===== config.mk =====
export PLATFORM = sky130hd
export DESIGN_NAME = sisc_seq_flat
export DESIGN_NICKNAME = d
export VERILOG_FILES = /design/src/rtl/sisc_pkg.sv /design/src/rtl/sisc_seq_if.sv /design/src/rtl/sisc_seq_wdog.sv /design/src/rtl/sisc_seq.sv /design/src/flat_wrapper.sv
export SDC_FILE = /design/constraint.sdc
export NUM_CORES = 1
export LEC_CHECK = 0
export BUFFER_PORTS_ARGS = -buffer_cell sky130_fd_sc_hd__buf_2
export CORE_MARGIN = 2
export CORE_UTILIZATION = 39
export DETAILED_ROUTE_END_ITERATION = 6
export HOLD_SLACK_MARGIN = 0.02
export PLACE_DENSITY_LB_ADDON = 0.15
export SYNTH_ARGS = -nofsm -noshare
export SYNTH_HDL_FRONTEND = slang
export SYNTH_SLANG_ARGS = --single-unit

===== constraint.sdc =====
create_clock -name clk -period 3.7 [get_ports clk]
set_input_delay 0.555 -clock clk [delete_from_list [all_inputs] [get_ports clk]]
set_output_delay 0.555 -clock clk [all_outputs]
set_load 0.01 [all_outputs]

===== src/rtl/sisc_pkg.sv =====
// Shared SISC definitions: opcode values, sequencer state encoding, ALU
// operation classes and default widths used by the ctrl/alu/sequencer blocks.
package sisc_pkg;

    localparam int unsigned OPW_DEF      = 4;
    localparam int unsigned STATW_DEF    = 4;
    localparam int unsigned WAIT_MAX_DEF = 15;
    localparam int unsigned CNTW_DEF     = 16;

    // Opcodes at the default 4-bit width; HLT is all-ones at any width.
    localparam logic [3:0] OP_NOP = 4'h0;
    localparam logic [3:0] OP_ALU = 4'h1;
    localparam logic [3:0] OP_BRA = 4'h2;
    localparam logic [3:0] OP_BRR = 4'h4;
    localparam logic [3:0] OP_HLT = 4'hF;

    localparam logic [2:0] ST_START0 = 3'd0;
    localparam logic [2:0] ST_START1 = 3'd1;
    localparam logic [2:0] ST_FETCH  = 3'd2;
    localparam logic [2:0] ST_DECODE = 3'd3;
    localparam logic [2:0] ST_EXEC   = 3'd4;
    localparam logic [2:0] ST_MEM    = 3'd5;
    localparam logic [2:0] ST_WB     = 3'd6;
    localparam logic [2:0] ST_HALT   = 3'd7;

    typedef enum logic [2:0] {
        S_START0 = ST_START0,
        S_START1 = ST_START1,
        S_FETCH  = ST_FETCH,
        S_DECODE = ST_DECODE,
        S_EXEC   = ST_EXEC,
        S_MEM    = ST_MEM,
        S_WB     = ST_WB,
        S_HALT   = ST_HALT
    } state_e;

    localparam logic [1:0] ALU_OP_NONE  = 2'b00;
    localparam logic [1:0] ALU_OP_ARITH = 2'b01;

endpackage


===== src/rtl/sisc_seq_if.sv =====
// Instruction-memory fetch handshake between the sequencer (master) and
// instruction memory (slave).
interface sisc_seq_if;
    logic imem_req;
    logic imem_rdy;

    modport master (output imem_req, input imem_rdy);
    modport slave  (input imem_req, output imem_rdy);
endinterface


===== src/rtl/sisc_seq_wdog.sv =====
// FETCH wait-state watchdog: counts enabled cycles and flags the cycle in
// which the count would reach the limit.
module sisc_seq_wdog (
    input  logic       clk,
    input  logic       rst_f,
    input  logic       cnt_en,
    input  logic       clr,
    input  logic [7:0] limit,
    output logic       expired
);

    logic [7:0] cnt_r;

    // Consecutive wait counter, saturating so it can never wrap back to zero.
    always_ff @(posedge clk or negedge rst_f) begin
        if (!rst_f) begin
            cnt_r <= 8'd0;
        end else if (clr) begin
            cnt_r <= 8'd0;
        end else if (cnt_en && (cnt_r != 8'hFF)) begin
            cnt_r <= cnt_r + 8'd1;
        end else begin
            cnt_r <= cnt_r;
        end
    end

    // Fires in the limit-th wait cycle so the sequencer leaves at that edge.
    assign expired = cnt_en && (cnt_r == (limit - 8'd1));

endmodule


===== src/rtl/sisc_seq.sv =====
// SISC multi-cycle sequencer with fetch handshake, watchdog and HALT state.
// Optional retired-instruction counter is built when SISC_SEQ_PERF_EN is defined.
module sisc_seq
    import sisc_pkg::*;
#(
    parameter int unsigned OPW      = OPW_DEF,
    parameter int unsigned STATW    = STATW_DEF,
    parameter int unsigned WAIT_MAX = WAIT_MAX_DEF,
    parameter int unsigned CNTW     = CNTW_DEF
) (
    input  logic              clk,
    input  logic              rst_f,
    sisc_seq_if.master        imem,
    input  logic [OPW-1:0]    opcode,
    input  logic [STATW-1:0]  mm,
    input  logic [STATW-1:0]  stat,
    output logic              ir_load,
    output logic              pc_write,
    output logic              pc_sel,
    output logic              pc_rst,
    output logic              br_sel,
    output logic              rb_sel,
    output logic              rf_we,
    output logic              wb_sel,
    output logic [1:0]        alu_op,
    output logic              stat_en,
    output logic              halted,
    output logic              fault,
    output logic [CNTW-1:0]   ret_cnt
);

    localparam logic [7:0]     WAIT_LIM = 8'(WAIT_MAX);
    localparam logic [OPW-1:0] HLT_CODE = {OPW{1'b1}};

    state_e state_r;
    state_e next_s;
    logic   imem_req_s;
    logic   is_alu_s, is_bra_s, is_brr_s, is_hlt_s;
    logic   taken_s;
    logic   wd_en_s, wd_clr_s, wd_expired_s;
    logic   fault_set_s, retire_s;
    logic   fault_r;

    assign is_alu_s = (opcode == OPW'(OP_ALU));
    assign is_bra_s = (opcode == OPW'(OP_BRA));
    assign is_brr_s = (opcode == OPW'(OP_BRR));
    assign is_hlt_s = (opcode == HLT_CODE);
    assign taken_s  = (mm == {STATW{1'b0}}) || ((stat & mm) != {STATW{1'b0}});

    assign wd_en_s     = (state_r == S_FETCH) && !imem.imem_rdy;
    assign wd_clr_s    = (state_r != S_FETCH);
    assign fault_set_s = wd_en_s && wd_expired_s;
    assign retire_s    = (state_r == S_WB) || ((state_r == S_DECODE) && is_hlt_s);

    sisc_seq_wdog u_wdog (
        .clk     (clk),
        .rst_f   (rst_f),
        .cnt_en  (wd_en_s),
        .clr     (wd_clr_s),
        .limit   (WAIT_LIM),
        .expired (wd_expired_s)
    );

    // Sequencer state register.
    always_ff @(posedge clk or negedge rst_f) begin
        if (!rst_f) begin
            state_r <= S_START0;
        end else begin
            state_r <= next_s;
        end
    end

    // Next-state and control decode; illegal opcodes fall through as NOP.
    always_comb begin
        next_s     = state_r;
        imem_req_s = 1'b0;
        ir_load    = 1'b0;
        pc_write   = 1'b0;
        pc_sel     = 1'b0;
        pc_rst     = 1'b0;
        br_sel     = 1'b0;
        rb_sel     = 1'b0;
        rf_we      = 1'b0;
        wb_sel     = 1'b0;
        alu_op     = ALU_OP_NONE;
        stat_en    = 1'b0;
        halted     = 1'b0;
        case (state_r)
            S_START0: begin
                pc_rst = 1'b1;
                next_s = S_START1;
            end
            S_START1: begin
                next_s = S_FETCH;
            end
            S_FETCH: begin
                imem_req_s = 1'b1;
                if (imem.imem_rdy) begin
                    ir_load  = 1'b1;
                    pc_write = 1'b1;
                    next_s   = S_DECODE;
                end else if (wd_expired_s) begin
                    next_s = S_HALT;
                end else begin
                    next_s = S_FETCH;
                end
            end
            S_DECODE: begin
                if (is_hlt_s) begin
                    next_s = S_HALT;
                end else begin
                    next_s = S_EXEC;
                end
            end
            S_EXEC: begin
                if (is_alu_s) begin
                    alu_op  = ALU_OP_ARITH;
                    stat_en = 1'b1;
                end else begin
                    alu_op  = ALU_OP_NONE;
                end
                next_s = S_MEM;
            end
            S_MEM: begin
                if ((is_bra_s || is_brr_s) && taken_s) begin
                    pc_write = 1'b1;
                    pc_sel   = 1'b1;
                    br_sel   = is_bra_s;
                end else begin
                    pc_write = 1'b0;
                end
                next_s = S_WB;
            end
            S_WB: begin
                if (is_alu_s) begin
                    rf_we = 1'b1;
                end else begin
                    rf_we = 1'b0;
                end
                next_s = S_FETCH;
            end
            S_HALT: begin
                halted = 1'b1;
                next_s = S_HALT;
            end
            default: begin
                next_s = S_START0;
            end
        endcase
    end

    assign imem.imem_req = imem_req_s;

    // Sticky watchdog fault; only reset clears it.
    always_ff @(posedge clk or negedge rst_f) begin
        if (!rst_f) begin
            fault_r <= 1'b0;
        end else if (fault_set_s) begin
            fault_r <= 1'b1;
        end else begin
            fault_r <= fault_r;
        end
    end

    assign fault = fault_r;

`ifdef SISC_SEQ_PERF_EN
    logic [CNTW-1:0] ret_r;

    // Retired-instruction counter, wraps naturally.
    always_ff @(posedge clk or negedge rst_f) begin
        if (!rst_f) begin
            ret_r <= {CNTW{1'b0}};
        end else if (retire_s) begin
            ret_r <= ret_r + {{(CNTW-1){1'b0}}, 1'b1};
        end else begin
            ret_r <= ret_r;
        end
    end

    assign ret_cnt = ret_r;
`else
    logic unused_retire_s;
    assign unused_retire_s = retire_s;
    assign ret_cnt         = {CNTW{1'b0}};
`endif

endmodule


===== src/flat_wrapper.sv =====
// flat-port wrapper written by rule: the top's interface ports become plain ports
module sisc_seq_flat import sisc_pkg::*;
#(
    parameter int unsigned OPW      = OPW_DEF,
    parameter int unsigned STATW    = STATW_DEF,
    parameter int unsigned WAIT_MAX = WAIT_MAX_DEF,
    parameter int unsigned CNTW     = CNTW_DEF
)
  (clk, rst_f, opcode, mm, stat, ir_load, pc_write, pc_sel, pc_rst, br_sel, rb_sel, rf_we, wb_sel, alu_op, stat_en, halted, fault, ret_cnt, imem_imem_req, imem_imem_rdy);
  sisc_seq_if imem_i ();
  input  logic clk;
  input  logic rst_f;
  input  logic [OPW-1:0] opcode;
  input  logic [STATW-1:0] mm;
  input  logic [STATW-1:0] stat;
  output logic ir_load;
  output logic pc_write;
  output logic pc_sel;
  output logic pc_rst;
  output logic br_sel;
  output logic rb_sel;
  output logic rf_we;
  output logic wb_sel;
  output logic [1:0] alu_op;
  output logic stat_en;
  output logic halted;
  output logic fault;
  output logic [CNTW-1:0] ret_cnt;
  output wire logic [$bits(imem_i.imem_req)-1:0] imem_imem_req;
  input wire logic [$bits(imem_i.imem_rdy)-1:0] imem_imem_rdy;
  assign imem_imem_req = imem_i.imem_req;
  assign imem_i.imem_rdy = imem_imem_rdy;
  sisc_seq #(.OPW(OPW), .STATW(STATW), .WAIT_MAX(WAIT_MAX), .CNTW(CNTW)) u_core (.clk(clk), .rst_f(rst_f), .imem(imem_i), .opcode(opcode), .mm(mm), .stat(stat), .ir_load(ir_load), .pc_write(pc_write), .pc_sel(pc_sel), .pc_rst(pc_rst), .br_sel(br_sel), .rb_sel(rb_sel), .rf_we(rf_we), .wb_sel(wb_sel), .alu_op(alu_op), .stat_en(stat_en), .halted(halted), .fault(fault), .ret_cnt(ret_cnt));
endmodule

## Yosys cells after proc, flatten, opt, wreduce, memory -nomap -nowiden

Cells that the tools add are included.

- $add $sub $neg: 1
- Equality and inequality tests: 14
- Muxes and demuxes: 21
- Bitwise logic cells: 1
- Reductions and logical operators: 13

Operator list:

| kind | number |
|---|---|
| 3-bit case mux with 7 select lines | 1 |
| 8-bit 2-to-1 mux | 2 |
| 1-bit 2-to-1 mux | 13 |
| 3-bit == test, second input constant | 4 |
| 8-bit by 1-bit adder with 8-bit output, second input constant | 1 |
| 8-bit by 4-bit == test with 1-bit output, second input constant | 1 |
| 8-bit inequality test, second input constant | 1 |
| 3-bit by 2-bit == test with 1-bit output, second input constant | 2 |
| 3-bit 2-to-1 mux | 2 |
| 1-bit logical AND | 5 |
| 4-bit AND | 1 |
| 4-bit by 1-bit == test with 1-bit output, second input constant | 1 |
| 4-bit by 2-bit == test with 1-bit output, second input constant | 1 |
| 4-bit by 3-bit == test with 1-bit output, second input constant | 1 |
| 4-bit == test, second input constant | 1 |
| 4-bit logical NOT | 1 |
| 2-bit 2-to-1 mux | 2 |
| 4-bit nonzero test | 1 |
| 3-bit by 1-bit == test with 1-bit output, second input constant | 1 |
| 3-bit logical NOT | 1 |
| 3-bit by 2-bit inequality test with 1-bit output, second input constant | 1 |
| 1-bit logical OR | 2 |
| 1-bit case mux with 2 select lines | 1 |
| 2-bit nonzero test | 1 |
| other kinds (2) | 2 |

- Bits in registers: 12
- Bits of input ports: 15
- Output and inout bits: 30
- Logic and storage cells: 53

## Longest topological paths before layout

- Depth in word-level cells: 6
- Depth in mapped cells: 6
- Gate-level depth less buffers: 5

## Modules after synthesis

A second synthesis with hierarchy kept.

- Cell total of the unflattened synthesis: 136
- Area, all modules: 1,151.1 um^2

Modules (own cells, without submodules):

| module | times used | cells each | area each (um^2) | seq. area each (um^2) |
|---|---|---|---|---|
| sisc_seq_wdog | 1 | 74 | 659.4 | 200.2 |
| sisc_seq | 1 | 62 | 491.7 | 100.1 |

## Worst setup path before layout

OpenSTA, ideal clock, no wires.

- Path type: input port to output port
- From: input port mm[1]
- To: output port br_sel
- Arrival time: 1.403 ns
- Data required time: 3.145 ns
- Setup slack: 1.742 ns
- Cell stages on the path: 3
- Buffers on the path: 0
- Cells stage by stage: or4_1 -> nand3_1 -> and4b_1

- Cells in the longest elaborated chain, start to end: 6
- Elaborated cells between the ends (all ways): 7
- Classes of those cells: 2 x mux; 1 x bitwise; 4 x reduce/logical

Ends and longest elaborated chain:

| what | RTL line | source |
|---|---|---|
| from (decl) | flat_wrapper.sv:14 | `input logic [STATW-1:0] mm;` |
| 4-bit AND | sisc_seq.sv:48 | `assign taken_s = (mm == {STATW{1'b0}}) \|\| ((stat & mm) != {STATW{1'b0}});` |
| 4-bit nonzero test | sisc_seq.sv:48 |  |
| 1-bit logical OR * | sisc_seq.sv:48 |  |
| 1-bit logical AND * | sisc_seq.sv:125 | `if ((is_bra_s \|\| is_brr_s) && taken_s) begin` |
| 1-bit 2-to-1 mux * | sisc_seq.sv:125 |  |
| 1-bit 2-to-1 mux * | sisc_seq.sv:88 | `case (state_r)` |
| to (decl) | flat_wrapper.sv:20 | `output logic br_sel;` |

Mark *: on every way between the ends. The rest lies on a longest branch, timed or not.

## Worst setup path in the final report

Same ends and word-level chain as after synthesis.

==> results.sh <==
export IMPL_avgSynthCellArea_sq_um=8.75
export IMPL_ys_seq_area_frac=0.318
export IMPL_critPathBufInv=2
export IMPL_clock_skew_ps=0.763
export IMPL_nets=152
export IMPL_hold_viol_final=0
export IMPL_async_flop_share=1.00
export IMPL_area_growth_pct=11.5
export IMPL_first_pass_iters=4
export IMPL_mostFrequentLayoutCell="buf_2"
export IMPL_startpoint_type="input pin"
export IMPL_r2r_end="u_core.u_wdog.cnt_r[0]"
export IMPL_place_inst=158
export IMPL_cpPeakStageDelay_ps=510
export IMPL_cts_setup_buffers=0
export IMPL_clock_latency_ps=280
export IMPL_crit_arrival_ps=1590
export IMPL_floorplan_core_area_sq_um=2250
export IMPL_min_period_ps=2150
export IMPL_final_period_utilization=0.581
export IMPL_die_h_microns=53.2
export IMPL_rsz0062_at_grt="false"
export IMPL_ys_ff_latch=12
export IMPL_place_gp_congestion=0.764
export IMPL_dieArea_sq_um=2830
export IMPL_ctsHtreeMaxLevel=1
export IMPL_cp_max_fo=3
export IMPL_first_iter_violations=16
export IMPL_path_clk_slew_ps=80
export IMPL_vias=819
export IMPL_antenna_left=0
export IMPL_grt_start_max_net_pins=13
export IMPL_worstReg2RegStart="u_core.u_wdog.cnt_r[1]"
export IMPL_start_util=0.419
export IMPL_crit_chain="buf_2, or4_1, nand3_1, and4b_1, buf_2"
export IMPL_syn_area_sq_um=945
export IMPL_cts_sinks=12
export IMPL_n_antenna_cell=0
export IMPL_numCtsBuffers=3
export IMPL_powerDensity_nw_per_um2=441
export IMPL_port_buffers=25
export IMPL_dp_final_hpwl_mm=1.43
export IMPL_die_width_microns=53.2
export IMPL_r2r_cells=4
export IMPL_grt_pass1_wl_mm=3.13
export IMPL_first_global_vias=707
export IMPL_layout_drive_gt1_share=0.254
export IMPL_grt_ovfl_total=0
export IMPL_cts_path_max_buffers=2
export IMPL_hold_class="input pin to async pin"
export IMPL_fp_row_count=17
export IMPL_antenna_found_initial=0
export IMPL_yosys_warnings=0
export IMPL_max_cap_violations=0
export IMPL_timing_setup_tns_ps=0
export IMPL_cts_tree="done"
export IMPL_pin_count=45
export IMPL_fillCellCount=233
export IMPL_cts_root_buf="clkbuf_4"
export IMPL_setup_viol=0
export IMPL_post_drt_wl_per_cell_microns=11.5
export IMPL_rrSetupSlack_ps=2260
export IMPL_ctsResizeCount=0
export IMPL_endpoint_kind="output pin"
export IMPL_routed_via_density=5.06
export IMPL_required_ps=3140
export IMPL_wl_mm=1.86
export IMPL_synth_cells=108
export IMPL_p_leak_nw=0.547
export IMPL_synth_ff_type="dfrtp_1"
export IMPL_mostFrequentLayoutCells="buf_2, conb_1, dfrtp_1"
export IMPL_ys_types=36
export IMPL_grt_total_usage=0.151
export IMPL_drv_slew=0
export IMPL_synth_edf_count=0
export IMPL_crit_family="simple AND/OR/NAND/NOR gates"
export IMPL_fmax_mhz=465
export IMPL_stdcell_count=162
export IMPL_status="complete, no violations"
export IMPL_hold_buffers=0
export IMPL_ir_worst_vdd_uv=214
export IMPL_criticalPathCategory="input pin to output pin"
export IMPL_critPathSlowestCell="or4_1"
export IMPL_remaining_drc_errors=0
export IMPL_crit_top_cell="buf_2"
==> per-layer routing <==
metal | GRT usage | wire, microns
met5 | 0 | 0
met4 | 0.0256 | 0
met3 | 0.0593 | 110
met2 | 0.233 | 902
met1 | 0.199 | 850
==> worst max path at each step <==
stage	startpoint	to	slack, ps	depth (start not counted)
4_1_cts	u_core.state_r[1]	pc_sel	1540	3
3_5_place_dp	mm[1]	br_sel	1550	5
6_report	mm[1]	br_sel	1550	5
5_1_grt	u_core.state_r[1]	br_sel	1420	3
3_3_place_gp	mm[1]	br_sel	1570	5
2_1_floorplan	mm[1]	br_sel	1740	3
==> cell families (layout without fill, tap and decap cells) <==
kind of cell,Yosys count,in the layout,synth area share
adder cells (fa/ha/maj),2,2,0.0265
other,1,19,0.00397
AO/OA/AOI/OAI,19,19,0.132
flip-flops,12,12,0.318
multiplexers,2,2,0.0212
XOR/XNOR,1,1,0.00927
buffers and inverters,26,34,0.184
AND/OR/NAND/NOR,45,45,0.305
==> cell type report <==
class | count | area [sq um] | share of cell area
tap | 28 | 35.0 | 0.0333
sequential | 12 | 300 | 0.285
multi-input combinational | 88 | 538 | 0.511
timing repair buffer | 25 | 125 | 0.119
clock buffer | 4 | 36.3 | 0.0344
inverter | 5 | 18.8 | 0.0178
==> stage by stage <==
stage               total power, mW  hold WS, ps  area [sq um]  utilization  worst slack (ps)
floorplan                     0.324          259          1010            -              1740
global placement              0.361          448          1020        0.451              1570
detailed placement            0.362          451          1020        0.451              1550
CTS                           0.472          146          1050        0.467              1540
global route                  0.502          150          1050        0.467              1420
finish                        0.464          143          1050        0.467              1550
==> synthesized netlist by cell type (3+ instances only) <==
cell type / number / area share
nor2_1: 4 / 0.016
inv_1: 4 / 0.016
a211oi_1: 3 / 0.024
nand3_1: 3 / 0.016
nor3_1: 6 / 0.032
and3_1: 3 / 0.020
buf_4: 20 / 0.16
and4_1: 3 / 0.028
dfrtp_1: 12 / 0.32
a31oi_1: 4 / 0.026
a21oi_1: 4 / 0.021
nor2b_1: 4 / 0.026
nand2_1: 7 / 0.028
==> registers in the layout, summed over array words and instances (netlist names) <==
signal / flops
u_core.state_r: 3
u_core.u_wdog.cnt_r: 8
u_core.fault: 1
==> power by group <==
part           switching (mW)  internal (mW)
Clock                  0.0468         0.0599
Combinational          0.0966         0.0742
Sequential             0.0357          0.151
Total                   0.179          0.285
Note: power is estimated with default switching activity, not from simulation.
